<file path="src/rtl/adder_flit_injector.sv">
// +--------------------------------------------------------------------------+
// | adder_flit_injector: LFSR flit packet generator feeding adder operands.   |
// | Optional macro INJ_IDLE_ZERO_EN: drive operands to zero on idle cycles.   |
// | Revision: 1.0                                                            |
// +--------------------------------------------------------------------------+
`default_nettype none

module adder_flit_injector #(
  parameter int               N           = 24,
  parameter int               PAYLOAD     = 20,
  parameter int               GAP         = 7,
  parameter int               NUM_PACKETS = 10,
  parameter logic [2*N-1:0]   POLY        = 48'hC000_0018_0000,
  parameter logic [2*N-1:0]   SEED        = 48'h0000_0000_0001
) (
  input  logic                               clk,
  input  logic                               rst_n,
  input  logic                               start,
  input  logic                               abort,
  output logic [N-1:0]                       input1,
  output logic [N-1:0]                       input2,
  output logic                               valid,
  output logic                               busy,
  output logic                               done,
  output logic [$clog2(NUM_PACKETS+1)-1:0]   pkt_cnt
);

  localparam int PW = $clog2(NUM_PACKETS + 1);
  localparam int FW = $clog2(PAYLOAD + 1);
  // +2 keeps the gap counter at least one bit wide when GAP is 0
  localparam int GW = $clog2(GAP + 2);

  localparam logic [FW-1:0] C_PAYLOAD  = FW'(PAYLOAD);
  localparam logic [GW-1:0] C_GAP      = GW'(GAP);
  localparam logic [PW-1:0] C_LAST_PKT = PW'(NUM_PACKETS - 1);

  typedef enum logic [1:0] {
    S_IDLE = 2'd0,
    S_SEND = 2'd1,
    S_GAP  = 2'd2
  } state_t;

  state_t           r_state;
  state_t           w_next_state;

  logic [2*N-1:0]   r_lfsr;
  logic [N-1:0]     r_input1;
  logic [N-1:0]     r_input2;
  logic             r_valid;
  logic             r_busy;
  logic             r_done;
  logic [PW-1:0]    r_pkt_cnt;
  logic [FW-1:0]    r_flit_cnt;
  logic [GW-1:0]    r_gap_cnt;

  logic             w_load;
  logic             w_seed_load;
  logic             w_valid_nxt;
  logic             w_done_nxt;
  logic [PW-1:0]    w_pkt_nxt;
  logic [FW-1:0]    w_flit_nxt;
  logic [GW-1:0]    w_gap_nxt;
  logic [2*N-1:0]   w_lfsr_src;
  logic [2*N-1:0]   w_flit;

  function automatic logic [2*N-1:0] f_step(input logic [2*N-1:0] x);
    f_step = x[0] ? ((x >> 1) ^ POLY) : (x >> 1);
  endfunction

  always_ff @(posedge clk) begin
    if (!rst_n) begin
      r_state <= S_IDLE;
    end else begin
      r_state <= w_next_state;
    end
  end

  always_comb begin
    w_next_state = r_state;
    w_load       = 1'b0;
    w_seed_load  = 1'b0;
    w_valid_nxt  = 1'b0;
    w_done_nxt   = 1'b0;
    w_pkt_nxt    = r_pkt_cnt;
    w_flit_nxt   = r_flit_cnt;
    w_gap_nxt    = r_gap_cnt;

    case (r_state)
      S_IDLE: begin
        if (start) begin
          w_load       = 1'b1;
          w_seed_load  = 1'b1;
          w_valid_nxt  = 1'b1;
          w_flit_nxt   = FW'(1);
          w_pkt_nxt    = '0;
          w_next_state = S_SEND;
        end
      end

      S_SEND: begin
        // Abort wins even on a packet's final flit: that packet is not counted
        if (abort) begin
          w_done_nxt   = 1'b1;
          w_next_state = S_IDLE;
        end else if (r_flit_cnt < C_PAYLOAD) begin
          w_load      = 1'b1;
          w_valid_nxt = 1'b1;
          w_flit_nxt  = r_flit_cnt + 1'b1;
        end else begin
          w_pkt_nxt = r_pkt_cnt + 1'b1;
          if (r_pkt_cnt == C_LAST_PKT) begin
            w_done_nxt   = 1'b1;
            w_next_state = S_IDLE;
          end else if (GAP == 0) begin
            w_load      = 1'b1;
            w_valid_nxt = 1'b1;
            w_flit_nxt  = FW'(1);
          end else begin
            w_gap_nxt    = GW'(1);
            w_next_state = S_GAP;
          end
        end
      end

      S_GAP: begin
        if (abort) begin
          w_done_nxt   = 1'b1;
          w_next_state = S_IDLE;
        end else if (r_gap_cnt < C_GAP) begin
          w_gap_nxt = r_gap_cnt + 1'b1;
        end else begin
          w_load       = 1'b1;
          w_valid_nxt  = 1'b1;
          w_flit_nxt   = FW'(1);
          w_next_state = S_SEND;
        end
      end

      default: begin
        w_next_state = S_IDLE;
      end
    endcase
  end

  assign w_lfsr_src = w_seed_load ? SEED : r_lfsr;
  assign w_flit     = f_step(w_lfsr_src);

  always_ff @(posedge clk) begin
    if (!rst_n) begin
      r_lfsr     <= SEED;
      r_input1   <= '0;
      r_input2   <= '0;
      r_valid    <= 1'b0;
      r_busy     <= 1'b0;
      r_done     <= 1'b0;
      r_pkt_cnt  <= '0;
      r_flit_cnt <= '0;
      r_gap_cnt  <= '0;
    end else begin
      r_valid    <= w_valid_nxt;
      r_busy     <= (w_next_state != S_IDLE);
      r_done     <= w_done_nxt;
      r_pkt_cnt  <= w_pkt_nxt;
      r_flit_cnt <= w_flit_nxt;
      r_gap_cnt  <= w_gap_nxt;
      if (w_load) begin
        r_lfsr   <= w_flit;
        r_input1 <= w_flit[N-1:0];
        r_input2 <= w_flit[2*N-1:N];
      end
`ifdef INJ_IDLE_ZERO_EN
      else begin
        r_input1 <= '0;
        r_input2 <= '0;
      end
`endif
    end
  end

  assign input1  = r_input1;
  assign input2  = r_input2;
  assign valid   = r_valid;
  assign busy    = r_busy;
  assign done    = r_done;
  assign pkt_cnt = r_pkt_cnt;

endmodule

`default_nettype wire

</file>
<file path="config.mk">
export PLATFORM = sky130hd
export DESIGN_NAME = adder_flit_injector
export DESIGN_NICKNAME = d
export VERILOG_FILES = /design/src/rtl/adder_flit_injector.sv
export SDC_FILE = /design/constraint.sdc
export NUM_CORES = 1
export LEC_CHECK = 0
export BUFFER_PORTS_ARGS = -buffer_cell sky130_fd_sc_hd__buf_4
export CORE_MARGIN = 4
export CORE_UTILIZATION = 30
export CTS_CLUSTER_DIAMETER = 100
export CTS_CLUSTER_SIZE = 25
export DETAILED_ROUTE_END_ITERATION = 12
export PLACE_DENSITY = 0.58
export SYNTH_ARGS = -nofsm -noshare
export SYNTH_HDL_FRONTEND = slang
export SYNTH_SLANG_ARGS = --single-unit
</file>
<file path="constraint.sdc">
create_clock -name clk -period 3.7 [get_ports clk]
set_input_delay 0.185 -clock clk [delete_from_list [all_inputs] [get_ports clk]]
set_output_delay 0.185 -clock clk [all_outputs]
set_load 0.03 [all_outputs]
</file>
Word level (Yosys, flattened, before mapping). Index checks and enable logic that the tools add are counted.

$add $sub $neg: 3. $lt $le $gt $ge: 2. Eq/ne operators: 11. Multiplexer cells: 37. Bitwise operators: 1. Reductions and logical operators: 8.

Operators by type and width (count): 48-bit 2-to-1 mux (2); 4-bit 2-to-1 mux (8); 5-bit 2-to-1 mux (5); 2-bit != test, second input constant (8); 4-bit one-hot mux with 2 select lines (2); 5-bit one-hot mux with 3 select lines (1); 2-bit 2-to-1 mux (6); 6-bit AND reduction (2); 1-bit 2-to-1 mux (10); 4-bit by 1-bit adder with 4-bit output, second input constant (2); 2-bit one-hot mux with 3 select lines (1); 2-bit nonzero test (3); 5-bit by 1-bit adder with 5-bit output, second input constant (1); 5-bit < comparator, second input constant (1); 4-bit == test, second input constant (1); 4-bit by 3-bit < comparator with 1-bit output, second input constant (1); 3-bit inverter with 4-bit output (1); 4-bit AND reduction (1); 1-bit one-hot mux with 3 select lines (1); 3-bit nonzero test (1); 2-bit by 1-bit == test with 1-bit output, second input constant (1); 2-bit == test, second input constant (1); 2-bit logical NOT (1); 1-bit one-hot mux with 2 select lines (1).

Register bits: 114. Input port bits: 4. Output and inout bits: 55. Logic and storage cells: 72.

Depth between registers and ports, before layout. Gate-level depths: netlist of the first run.

Word-level depth: 6. Depth in mapped cells: 9.

Worst setup path before layout of the first run. Ideal clock, no wire load.

Path kind: register -> register. Start point: register r_state[0]. End point: register r_lfsr[29]. Data arrival time: 1.694 ns. Path slack: 1.872 ns. Stages on the path, launching flop included: 10. Clock period less this slack: 1.828 ns. Path through: dfxtp_1 -> inv_1 -> ha_1 -> buf_4 -> inv_1 -> a2bb2oi_4 -> nand3b_1 -> buf_2 -> buf_4 -> o22ai_1.

Longest elaborated chain between the ends: 4. Elaborated cells between the ends (all ways): 7. Classes of those cells: eq/ne (2); mux (4); reduce/logical (1).

RTL lines: from (decl) (RTL line 43) `state_t r_state;`; from (signal assigned) (RTL line 74) `r_state <= w_next_state;`; 2-bit logical NOT (RTL line 88) `case (r_state)`; 1-bit 2-to-1 mux (RTL line 88); 48-bit 2-to-1 mux (RTL line 145) `assign w_lfsr_src = w_seed_load ? SEED : r_lfsr;`; 48-bit 2-to-1 mux (RTL line 67) `f_step = x[0] ? ((x >> 1) ^ POLY) : (x >> 1);`; to (signal assigned) (RTL line 167) `r_lfsr <= w_flit;`; to (decl) (RTL line 46) `logic [2*N-1:0] r_lfsr;`.

Several ways; a longest one is shown, not always the timed one. A chain may end at the register's enable or synchronous reset.

Worst setup path in the final report of the first run.
Start point: register r_state[0]. End point: register r_lfsr[46].

Longest elaborated chain between the ends: 5. Elaborated cells between the ends (all ways): 8. Classes of those cells: eq/ne (2); mux (4); bitwise (1); reduce/logical (1).

RTL lines (RTL line): 2-bit logical NOT (88); 1-bit 2-to-1 mux (88); 48-bit 2-to-1 mux (145); 3-bit inverter with 4-bit output (no source line); 48-bit 2-to-1 mux (67).

Several ways; a longest one is shown, not always the timed one.

==> impl_metrics.yaml, run 1 <==
run_status:
  outcome: "finished, final reports clean"
grt:
  antenna_found_initial: 0
  first_global_vias: 2098
  grt_pass1_wl_um: 10240
  grt_max_degree: 48
  grt-ovfl-total: 0
  grt_usage_pct: 10.85
worst_setup_path:
  required_ns: 3.93
  cp-start-kind: "flip-flop"
  crit_chain: "ha_1, a2bb2oi_4, nand3b_1, o221a_1"
  reg2reg_slack_ns: 1.02
  max_stage_delay_ns: 0.84
  path_max_fanout: 29
  crit_slowest_cell: "nand3b_1"
  end_kind: "flip-flop"
  crit_arrival_ns: 2.91
  critPathKind: "reg -> reg"
floorplanning:
  die_y_um: 109.1
  io_pins: 59
  dieArea_sq_um: 11900
  placementRows: 36
  die_x_um: 109.1
  coreArea_sq_um: 9864
  start_util_pct: 31.06
final_layout:
  seqCellArea_sq_um: 1341
  antenna_cells: 0
  area_growth_pct: 12.25
  fillers: 1027
  drive_gt1_share_pct: 25.00
  nets: 331
  multi_input_area_sq_um: 1237
detailed_routing:
  vias: 2241
  drc: 0
  wl_per_cell_um: 13.89
  wl_met3_um: 310
  drt-initial-drc-count: 112
  wirelength_met1_um: 2976
  avgViaCountPerCell: 4.904
  drt-total-wl_um: 6349
  met2_length_um: 2922
  ant_nets: 0
  routed.top_layer: "met4"
  firstDrtPassIters: 4
clock_tree:
  clockRootBuffer: "clkbuf_8"
  path_clk_slew_ns: 0.07
  cts_hold_buf: 0
  cts_buffers: 9
  cts_tree: "built"
  post-cts-setup-buffers: 0
  clock-sinks: 67
  ctsResizeCount: 0
  clk_latency_ns: 0.34
  cts.path.max_buffers: 2
  htree_levels: 3
logic_synthesis:
  synth_warnings: 0
  avgSynthCellArea_sq_um: 9.759
  synth_top_cell_by_area: "dfxtp_1"
  ys_top_cells_by_count: "67 x dfxtp_1, 49 x buf_4, 37 x nand2_1"
  yosysMostFrequentCell: "dfxtp_1"
  ys_seq_elements: 67
  ys_seq_area_share_pct: 43.77
  yosys.area.top_type_share_pct: 43.77
  synth_fp_nets: 326
  syn_inst: 314
  netlist_area_sq_um: 3064
  synthArstFlopShare_pct: 0
  synth_flop_cell: "dfxtp_1"
  synth_cell_types: 56
  synth-edff-count: 0
  ys_top_cells_by_area: "dfxtp_1 44%, buf_4 12%, o22ai_1 5.7%, a22o_1 5.4%, nand2_1 4.5%"
flow_run:
  maxCapViolations: 0
sta:
  slew_headroom_pct: 28.61
  setup-violations-final: 0
  fin_ws_ns: 1.019
  finalCritPeriodShare_pct: 72.45
  hold_viol: 0
  fmax_ghz: 0.3730
  worst_slew_pin_slew_ns: 1.068
  skew_ns: 0.009255
  totalNegativeSetupSlack_ns: 0
  rsz0062_at_grt: "no"
  period_needed_ns: 2.681
  maxSlewViolCount: 0
worst_hold_path:
  min_path_type: "in -> reg"
place:
  io_buffers: 58
  place_ws_ns: 1.003
  hpwl_um: 4418
  gp_congestion: 0.7830
power:
  ir_drop_mv: 0.1986
  leakagePower_nw: 1.399
  power.density_nw_per_um2: 453.0
[metal layers]
| layer | global-route usage [%] | vias to the layer above |
|---|---|---|
| met2 | 16.14 | 53 |
| met4 | 6.132 | 0 |
| met3 | 2.783 | 14 |
| met5 | 0 | - |
| met1 | 14.21 | 1069 |
| li1 | - | 1105 |
[cells by family after synthesis]
logic type	Yosys count	synth area share (%)
adders and majority gates	8	3.267
buffers and inverters	74	16.05
muxes	2	0.6941
AOI/OAI and AO/OA	89	23.72
xor gates and xnor gates	3	0.8576
and+or+nand+nor	71	11.64
DFF	67	43.77
[power breakdown]
group          internal [mW]  leakage [nW]  switching [mW]
combinational         0.0511         0.751          0.0937
clock                  0.381         0.106           0.285
sequential             0.734         0.542          0.0133
[state kept, by name, indices dropped and copies added (netlist names)]
name        flops
busy            1
input2          1
valid           1
r_lfsr         47
r_flit_cnt      5
r_state         2
r_gap_cnt       4
input1          1
pkt_cnt         4
done            1
[critical path, delay by kind of cell, from the launching register on]
| family | cells | cell delay, ns |
|---|---|---|
| AND/OR/NAND/NOR | 1 | 0.84 |
| adder cells (fa/ha/maj) | 1 | 0.59 |
| flip-flops | 1 | 0.43 |
| AO/OA/AOI/OAI | 2 | 0.70 |
[final timing paths]
check	from	end	depth (start not counted)
max	r_state[0]	r_lfsr[46]	4
min	start	r_state[0]	3
max reg2reg	r_state[0]	r_lfsr[46]	4
min reg2reg	r_gap_cnt[1]	r_gap_cnt[1]	2
[layout by cell type (no fill, tap or decap), types with 2 or more instances in the layout]
cell | Yosys | layout
bufinv_16 | 0 | 2
o211ai_1 | 2 | 2
nand3b_1 | 3 | 3
a31oi_1 | 4 | 4
xnor2_1 | 2 | 2
nor3_1 | 3 | 3
clkbuf_8 | 0 | 9
clkinv_4 | 0 | 2
inv_1 | 9 | 9
o221a_1 | 3 | 3
o32ai_1 | 2 | 2
o21ai_1 | 3 | 3
nor2b_1 | 3 | 3
o22ai_1 | 28 | 27
a22o_1 | 19 | 19
and3_1 | 2 | 2
and3b_1 | 3 | 3
a21oi_1 | 5 | 5
nand2_1 | 37 | 37
nor3b_1 | 2 | 2
nand3_1 | 4 | 4
buf_4 | 49 | 59
ha_1 | 8 | 8
dfxtp_1 | 67 | 67
o21a_1 | 3 | 3
nor2_1 | 7 | 7
[per-stage QoR]
step                util (%)  hold WS, ns  power (mW)  instances  area, sq um
floorplan                  -       0.3686      0.8847        314         3064
global placement       32.66       0.4708      0.9072        441         3222
detailed placement     32.66       0.4875      0.9091        441         3222
CTS                    34.87       0.1546       1.584        457         3440
global route           34.87       0.2009       1.633        457         3440
finish                 34.87       0.1789       1.558        457         3440
[layout make-up]
| cell class | count | share of cell area (%) |
|---|---|---|
| clock buffer | 10 | 3.710 |
| tap | 133 | 4.838 |
| clock inverter | 6 | 2.619 |
| multi-input combinational | 173 | 35.98 |
| timing repair buffer | 59 | 12.88 |
| sequential | 67 | 39.00 |
| inverter | 9 | 0.9822 |
(Power assumes the default switching activity.)
==> run 2, diff against run 1 <==
--- a/config.mk
+++ b/config.mk
@@ -5,13 +5,14 @@
 export SDC_FILE = /design/constraint.sdc
 export NUM_CORES = 1
 export LEC_CHECK = 0
+export ABC_AREA = 1
 export BUFFER_PORTS_ARGS = -buffer_cell sky130_fd_sc_hd__buf_4
 export CORE_MARGIN = 4
 export CORE_UTILIZATION = 30
 export CTS_CLUSTER_DIAMETER = 100
 export CTS_CLUSTER_SIZE = 25
 export DETAILED_ROUTE_END_ITERATION = 12
-export PLACE_DENSITY = 0.58
+export PLACE_DENSITY = 0.57
 export SYNTH_ARGS = -nofsm -noshare
 export SYNTH_HDL_FRONTEND = slang
 export SYNTH_SLANG_ARGS = --single-unit
==> constraint.sdc (replaced) <==
create_clock -name clk -period 2.7 [get_ports clk]
set_input_delay 0.135 -clock clk [delete_from_list [all_inputs] [get_ports clk]]
set_output_delay 0.135 -clock clk [all_outputs]
set_load 0.03 [all_outputs]
==> impl_metrics.yaml, run 2 <==
run_status:
  outcome: "finished, final reports clean"
worst_setup_path:
  max_stage_delay_ns: 0.58
  cp-start-kind: "flip-flop"
  critPathKind: "reg -> reg"
  reg2reg_slack_ns: 0.46
  critPathLaunch: "r_state[1]"
  reg2reg_depth: 8
  crit_arrival_ns: 2.46
  cp_common_cell: "nand2_1"
  regToRegStartpoint: "r_state[1]"
  crit_slowest_cell: "nand2_2"
  path_max_fanout: 36
  crit_chain: "inv_1, ha_1, nand3_2, nand3_4, nand2_2, nand2_1, nand2_1, nor2_1"
  r2r_end: "r_lfsr[33]"
  required_ns: 2.92
  end_kind: "flip-flop"
grt:
  grt-ovfl-total: 0
  antenna_found_initial: 0
  grt_pass1_wl_um: 13000
  grt_max_degree: 52
  first_global_vias: 2669
  grt_usage_pct: 12.13
logic_synthesis:
  ys_seq_area_share_pct: 38.53
  synth_cell_types: 26
  synth_top_cell_by_area: "dfxtp_1"
  synthArstFlopShare_pct: 0
  netlist_area_sq_um: 3481
  ys_top_cells_by_count: "121 x nand2_1, 67 x dfxtp_1, 55 x nand3_1"
  yosysMostFrequentCell: "nand2_1"
  ys_seq_elements: 67
  synth_fp_nets: 508
  synth_warnings: 0
  ys_top_cells_by_area: "dfxtp_1 39%, nand2_1 13%, buf_4 11%, nand3_1 7.9%, nor2_1 5.6%"
  syn_inst: 496
  yosys.area.top_type_share_pct: 38.53
  avgSynthCellArea_sq_um: 7.018
  synth-edff-count: 0
  synth_flop_cell: "dfxtp_1"
sta:
  finalCritPeriodShare_pct: 83.07
  rsz0062_at_grt: "no"
  maxSlewViolCount: 0
  skew_ns: 0.009773
  period_needed_ns: 2.243
  holdWs_ns: 0.1944
  worst_slew_pin_slew_ns: 0.5694
  totalNegativeSetupSlack_ns: 0
  hold_viol: 0
  setup-violations-final: 0
  slew_headroom_pct: 61.90
  fmax_ghz: 0.4459
final_layout:
  area_growth_pct: 13.16
  final_common_cell: "nand2_1"
  largest_register: "r_lfsr"
  final_util_pct: 34.64
  drive_gt1_share_pct: 17.20
  largest_reg_flops: 47
  nets: 507
  fillers: 1224
  top_regs: "r_lfsr (47), r_flit_cnt (5)"
  final_cell_mix: "121 x nand2_1, 67 x dfxtp_1, 63 x buf_4"
  antenna_cells: 0
  fin_cells: 643
floorplanning:
  die_y_um: 115.7
  coreArea_sq_um: 11370
  placementRows: 39
  start_util_pct: 30.62
  dieArea_sq_um: 13390
  die_x_um: 115.7
  io_pins: 59
detailed_routing:
  wl_per_cell_um: 12.42
  drc: 0
  drt-total-wl_um: 7985
  vias: 2979
  ant_nets: 0
  drt-initial-drc-count: 141
  firstDrtPassIters: 4
  avgViaCountPerCell: 4.633
clock_tree:
  clockRootBuffer: "clkbuf_16"
  ctsResizeCount: 0
  cts_hold_buf: 0
  cts_buffers: 9
  cts_tree: "built"
  htree_levels: 3
  cts.path.max_buffers: 2
  post-cts-setup-buffers: 0
  clk_latency_ns: 0.33
  path_clk_slew_ns: 0.06
  clock-sinks: 67
power:
  pwr-share-clk_pct: 42.6
  leakagePower_nw: 1.874
  seqPwrFrac_pct: 40.6
  comb_power_share_pct: 16.7
  p_sw_uw: 785.7
  p_int_mw: 1.910
  ir_drop_mv: 0.3376
  power.density_nw_per_um2: 684.4
  switching_share_pct: 29.15
  power_mw: 2.696
flow_run:
  maxCapViolations: 0
place:
  gp_congestion: 0.8369
  placed_cells: 627
  io_buffers: 58
  hpwl_um: 5459
worst_hold_path:
  min_path_type: "in -> reg"
  worstHoldPathCells: 5
  hold_start: "start"
  min_to: "r_state[0]"
## run 2: kinds of logic after synthesis
logic type | after synthesis | synth area share [%]
compound gates | 51 | 7.513
fa+ha+maj | 8 | 2.876
simple gates | 254 | 31.88
xor+xnor | 5 | 1.258
buf+inv | 111 | 17.94
flops | 67 | 38.53
## run 2: worst max-delay path: cells and delay by family, from the launching register on
family / cells / cell delay, ns
and+or+nand+nor: 6 / 1.28
DFF: 1 / 0.41
adders and majority gates: 1 / 0.34
buffers and inverters: 1 / 0.09
## run 2: routing by layer
metal  vias up  routed length (um)  GRT usage, %
met5         -                   0             0
met3        11                 467         2.402
li1       1551                   -             -
met1      1352                3720         16.30
met2        65                3651         19.25
met4         0                 145         4.718
## run 2: cell type report
type	count	area [sq um]	share of cell area [%]
inverter	36	135.1	3.431
tap	143	178.9	4.543
clock inverter	6	66.31	1.684
clock buffer	10	229.0	5.813
sequential	67	1341	34.05
timing repair buffer	63	473.0	12.01
multi-input combinational	318	1515	38.47
## run 2: metrics by stage
stage	cell area [sq um]	setup WS, ns
after floorplan	3481	1.136
after global placement	3643	0.5392
after detailed placement	3643	0.4444
after CTS	3939	0.4552
after global routing	3939	0.2261
final	3939	0.4571
## run 2: how the worst max path moves through the flow
stage	depth (start not counted)	end	slack [ns]
2_1_floorplan	9	r_flit_cnt[2]	1.14
3_3_place_gp	8	r_lfsr[43]	0.54
3_5_place_dp	8	r_lfsr[33]	0.44
4_1_cts	8	r_lfsr[33]	0.46
5_1_grt	8	r_lfsr[26]	0.23
6_report	8	r_lfsr[33]	0.46
## run 2: power by group through the flow
stage                     logic [mW]  clock network [mW]  registers (mW)
final                          0.451                1.15            1.10
after global routing           0.505                1.22            1.10
after CTS                      0.457                1.18            1.10
after detailed placement       0.455                   0            1.12
after global placement         0.450                   0            1.12
after floorplan                0.393                   0            1.11
